`config.mk`:
```
export PLATFORM = sky130hd
export DESIGN_NAME = note_duration_sequencer
export DESIGN_NICKNAME = d
export VERILOG_FILES = /design/src/rtl/note_duration_sequencer.sv
export SDC_FILE = /design/constraint.sdc
export NUM_CORES = 1
export LEC_CHECK = 0
export ABC_CLOCK_PERIOD_IN_PS = 4800
export BUFFER_PORTS_ARGS = -buffer_cell sky130_fd_sc_hd__buf_4
export CORE_MARGIN = 1.5
export CORE_UTILIZATION = 35
export DETAILED_ROUTE_END_ITERATION = 8
export SETUP_SLACK_MARGIN = 0.1
export SLEW_MARGIN = 20
export SYNTH_ARGS = -nofsm -noshare
export SYNTH_HDL_FRONTEND = slang
export SYNTH_SLANG_ARGS = --single-unit
```
`constraint.sdc`:
```
create_clock -name clk -period 4.8 [get_ports clk]
set_input_delay 0.96 -clock clk [delete_from_list [all_inputs] [get_ports clk]]
set_output_delay 0.96 -clock clk [all_outputs]
set_load 0.02 [all_outputs]
```
`src/rtl/note_duration_sequencer.sv`:
```
// Note/duration sequencer: plays {note, duration} entries for a number of beat ticks, with a
// one-entry pending slot for gapless note changes. Optional pause input under NOTE_SEQ_PAUSE_EN.
module note_duration_sequencer #(
   parameter int NOTE_W = 6,
   parameter int DUR_W  = 6
) (
   input  logic              clk,
   input  logic              reset,
   input  logic              beat,
`ifdef NOTE_SEQ_PAUSE_EN
   input  logic              pause,
`endif
   input  logic              in_valid,
   input  logic [NOTE_W-1:0] in_note,
   input  logic [DUR_W-1:0]  in_dur,
   output logic              in_ready,
   output logic [NOTE_W-1:0] note_out,
   output logic              playing,
   output logic              note_done
);

   typedef enum logic {IDLE, PLAY} state_t;

   state_t            state_q, state_d;
   logic [NOTE_W-1:0] cur_note_q, cur_note_d;
   logic [DUR_W-1:0]  remain_q, remain_d;
   logic              pend_valid_q, pend_valid_d;
   logic [NOTE_W-1:0] pend_note_q, pend_note_d;
   logic [DUR_W-1:0]  pend_dur_q, pend_dur_d;
   logic              note_done_q, note_done_d;

   logic beat_eff;
   logic accept;
   logic final_beat;
   logic load;

`ifdef NOTE_SEQ_PAUSE_EN
   assign beat_eff = beat && !pause;
`else
   assign beat_eff = beat;
`endif

   assign in_ready   = !pend_valid_q && !reset;
   assign accept     = in_valid && in_ready;
   assign final_beat = (state_q == PLAY) && beat_eff && (remain_q <= DUR_W'(1));
   // Pending entry moves into the player whenever the player is free at the next edge.
   assign load       = pend_valid_q && ((state_q == IDLE) || final_beat);

   always_comb begin
      state_d      = state_q;
      cur_note_d   = cur_note_q;
      remain_d     = remain_q;
      pend_valid_d = pend_valid_q;
      pend_note_d  = pend_note_q;
      pend_dur_d   = pend_dur_q;
      note_done_d  = 1'b0;

      if (state_q == PLAY && beat_eff) begin
         if (final_beat) begin
            note_done_d = 1'b1;
            state_d     = IDLE;
            cur_note_d  = '0;
            remain_d    = '0;
         end else begin
            remain_d = remain_q - DUR_W'(1);
         end
      end

      if (load) begin
         state_d      = PLAY;
         cur_note_d   = pend_note_q;
         remain_d     = pend_dur_q;
         pend_valid_d = 1'b0;
      end

      // Zero-length entries are consumed but never reach the player.
      if (accept && (in_dur != '0)) begin
         pend_valid_d = 1'b1;
         pend_note_d  = in_note;
         pend_dur_d   = in_dur;
      end
   end

   always_ff @(posedge clk) begin
      if (reset) begin
         state_q      <= IDLE;
         cur_note_q   <= '0;
         remain_q     <= '0;
         pend_valid_q <= 1'b0;
         pend_note_q  <= '0;
         pend_dur_q   <= '0;
         note_done_q  <= 1'b0;
      end else begin
         state_q      <= state_d;
         cur_note_q   <= cur_note_d;
         remain_q     <= remain_d;
         pend_valid_q <= pend_valid_d;
         pend_note_q  <= pend_note_d;
         pend_dur_q   <= pend_dur_d;
         note_done_q  <= note_done_d;
      end
   end

   assign note_out  = cur_note_q;
   assign playing   = (state_q == PLAY);
   assign note_done = note_done_q;

endmodule

```
==> metrics list <==
- Status: finished, final reports clean
- The largest single stage delay on the critical path is 0.24 ns.
- For the pin with the worst max-slew slack, the measured transition is 0.994 ns.
- In the routed design, unresolved DRC markers number 0.
- FF-to-FF path depth: 6
* Standard cell with the maximum stage delay on the critical path: nor2_1
* Final-report max-slew violation count: 0
* Total of warnings raised by yosys: 0
* Launch point of the worst reg-to-reg path: remain_q[0]$_SDFFE_PP0P_
- Crit. Startpoint: reset
- Hold Buf Count CTS: 0
* Core Footprint: ~0.0034 mm2
* Post-detail-place hpwl: between 1500 and 2000 um
- Worst min-delay path startpoint: pend_dur_q[4]$_SDFFE_PP0P_
* Maximum number of pins on one net before global-route repair: 25
* Max_cap viols: 0
* Area added between synthesis and finish: 18.7%
- Synthesized area divided by synthesized cell count: 9.54 um2
- Share of Yosys cell area claimed by the top area cell type: 0.439
* Die Height: ~62 um
- Boundary Pins: 25
- Among the stages of the critical path, the cell type that occurs most often is buf_4.
- Largest cells by area after synthesis: dfxtp_1, mux2i_1, nor2_1
* Effective utilization at floorplan: 0.366
- The min-delay analysis places its worst path in the category flip-flop to flip-flop.
- Grt total ovfl: 0
- The congestion estimate from routability-driven global placement came to 0.877.
* Reg2Reg Capture Point: remain_q[0]$_SDFFE_PP0P_
* Worst Setup Path Type: input port to output pin
- The initial antenna violation count was 0.
- Leak Pwr: 0.589 nW
- Root cell of the clock tree: clkbuf_4
- The netlist uses 38 different library cells.
* Number of gates resized after CTS: 0
* Largest clock skew in the final design: 0.00963 ns
- Max rail drop VDD: between 100 and 150 uV
- Total length of routed wires: 2720 um
- Number of enable-type register cells in the synthesized netlist: 0
- Reg clk slew, reported paths: approximately 0.15 ns
- Nature of the critical path endpoint: output pin
- Main flop type after synthesis: dfxtp_1
- Floorplan die width: 62.3 um
- Met2 Usage GRT: 0.228
- Seq/Total Area, Yosys: 0.439
- First drt pass iteration count: 4
- Final ANT Viol Nets: 0
- The critical path goes through buf_4 -> nor2_1 -> buf_4.
* Gate count of the mapped netlist: 129
- GR Layer Usage met3: 0.0199
- Counting flops with an async set or reset pin after synthesis yields a share of 0.
- Number of failing setup endpoints in the final timing report: 0
* Max-Slew Margin vs Limit: 0.333
* TritonCTS clock tree: done
- Detail-routed via count per cell: 5.29
- Most Crowded Layer GR: met2
- The synthesized netlist occupies a cell area of 0.00123 mm2.
- The count of buffers added on input and output ports is 24.
- Count of final hold-check violations: 0
- Post-route fraction of the period consumed by the critical path: 0.534
- Min Tclk post-route: 2.56 ns
- The largest total area in the synthesized netlist belongs to dfxtp_1.
- For the final routed database, the setup TNS stands at 0 ns.
* Post CTS Setup Buffer Count: 0
- Setup repair after global routing left no endpoint under its margin.
- Inserted Clock Buffers: 3
- Peak Freq: roughly 400 MHz
- The initialized floorplan defines 21 standard-cell rows.
- Detailed-route wire length per cell: 13.9 um
* Antenna diode instance count: 0
* Fin util: 0.435
- Most frequent cells in the layout: dfxtp_1, buf_4, nor2_1, mux2i_1, a22o_1
* Met1 capacity usage during global routing: 0.188
- Along the worst hold path, the cell count comes to 1.
- At the later pin of the worst-skew pair, clock insertion delay measures 0.33 ns.
- FF+latch count, synth: 27
* Overall power of the completed layout: 0.419 mW
- Worst min-delay path endpoint: remain_q[4]$_SDFFE_PP0P_
- Sort of element at the start of the critical path: input port
* Share of post-route cells with drive strength above 1: 0.233
- In this run the register-to-register setup slack is 2.45 ns.
- For this design the ratio of total power to cell area is 286 mW/mm2.
- The via count of the first global-routing pass came to between 1,000 and 1,500.
- For this block, the via count after detailed routing is 1,037.
- The floorplan step defined a die boundary enclosing about 0.0039 mm2.
- Data on the critical path arrives at its endpoint at roughly 1.6 ns.
- Maximum fanout along the worst path: 24
- For this run, the post-layout net count is around 170.
- Leaving out fill and tap cells, the most frequent cell in the layout is dfxtp_1.
- Counting along the longest clock path gives a buffer depth of 2.
- Violation count after the first detailed-routing iteration: 63
* Total global-route track usage: 0.144
* Required @ worst endpoint: 3.84 ns
* Wire length of the first global-routing pass: 4550 um
- Maximum level of the CTS H-tree: 1
- Clock tree synthesis found a total of 27 sinks.
* Synthesized net count: approximately 150
==> sequential cells by signal, indices dropped and copies added (netlist names) <==
register and flops:
note_done 1, note_out 6, pend_dur_q 6, pend_note_q 6, pend_valid_q 1, playing 1
remain_q 6
==> critical path, delay by kind of cell <==
kind          cells  cell delay [ns]
buf+inv           2             0.39
simple gates      1             0.24
==> power breakdown <==
| group | internal (mW) | total [mW] | leakage, nW | switching (mW) |
|---|---|---|---|---|
| clock network | 0.0313 | 0.0992 | 0.0177 | 0.0680 |
| logic | 0.0351 | 0.0757 | 0.352 | 0.0406 |
| registers | 0.234 | 0.244 | 0.220 | 0.00984 |
| total | 0.300 | 0.419 | 0.589 | 0.118 |
==> routing by layer <==
layer | up-vias | wire length [um]
met4 | 0 | 34
met3 | 4 | 101
met1 | 485 | 1360
met5 | - | 0
li1 | 518 | -
met2 | 30 | 1230
==> per-stage QoR <==
stage	worst slack (ns)	hold WS (ns)	instances	instance area (um2)
CTS	2.24	0.481	196	1460
global route	2.16	0.509	196	1460
floorplan	2.51	0.432	129	1230
global placement	2.28	0.453	192	1430
detailed placement	2.25	0.447	192	1430
finish	2.24	0.479	196	1460
==> synth_stat cells, types with 3 or more instances <==
cell type,count
nor4_1,4
clkbuf_1,5
mux2i_1,11
dfxtp_1,27
a21oi_1,4
nand2_1,3
o21ai_0,5
nor2_1,22
a22o_1,7
nor3_1,6
inv_1,4
==> kinds of logic after synthesis <==
family	synth area share
AND/OR/NAND/NOR	0.203
AO/OA/AOI/OAI	0.189
flip-flops	0.439
buffers and inverters	0.0406
adder cells (fa/ha/maj)	0.0203
multiplexers	0.108
==> worst max path at each step <==
stage                     to  cells after the start
floorplan           in_ready                      1
global placement    in_ready                      3
detailed placement  in_ready                      3
CTS                 in_ready                      3
global route        in_ready                      3
finish              in_ready                      3
==> cell type report <==
type	count	area [um2]
fill	351	1900
multi-input combinational	91	641
sequential	27	541
timing repair buffer	24	180
tap	46	57.6
clock buffer	3	22.5
inverter	4	15.0
clock inverter	1	5.00
(Power assumes the default switching activity.)
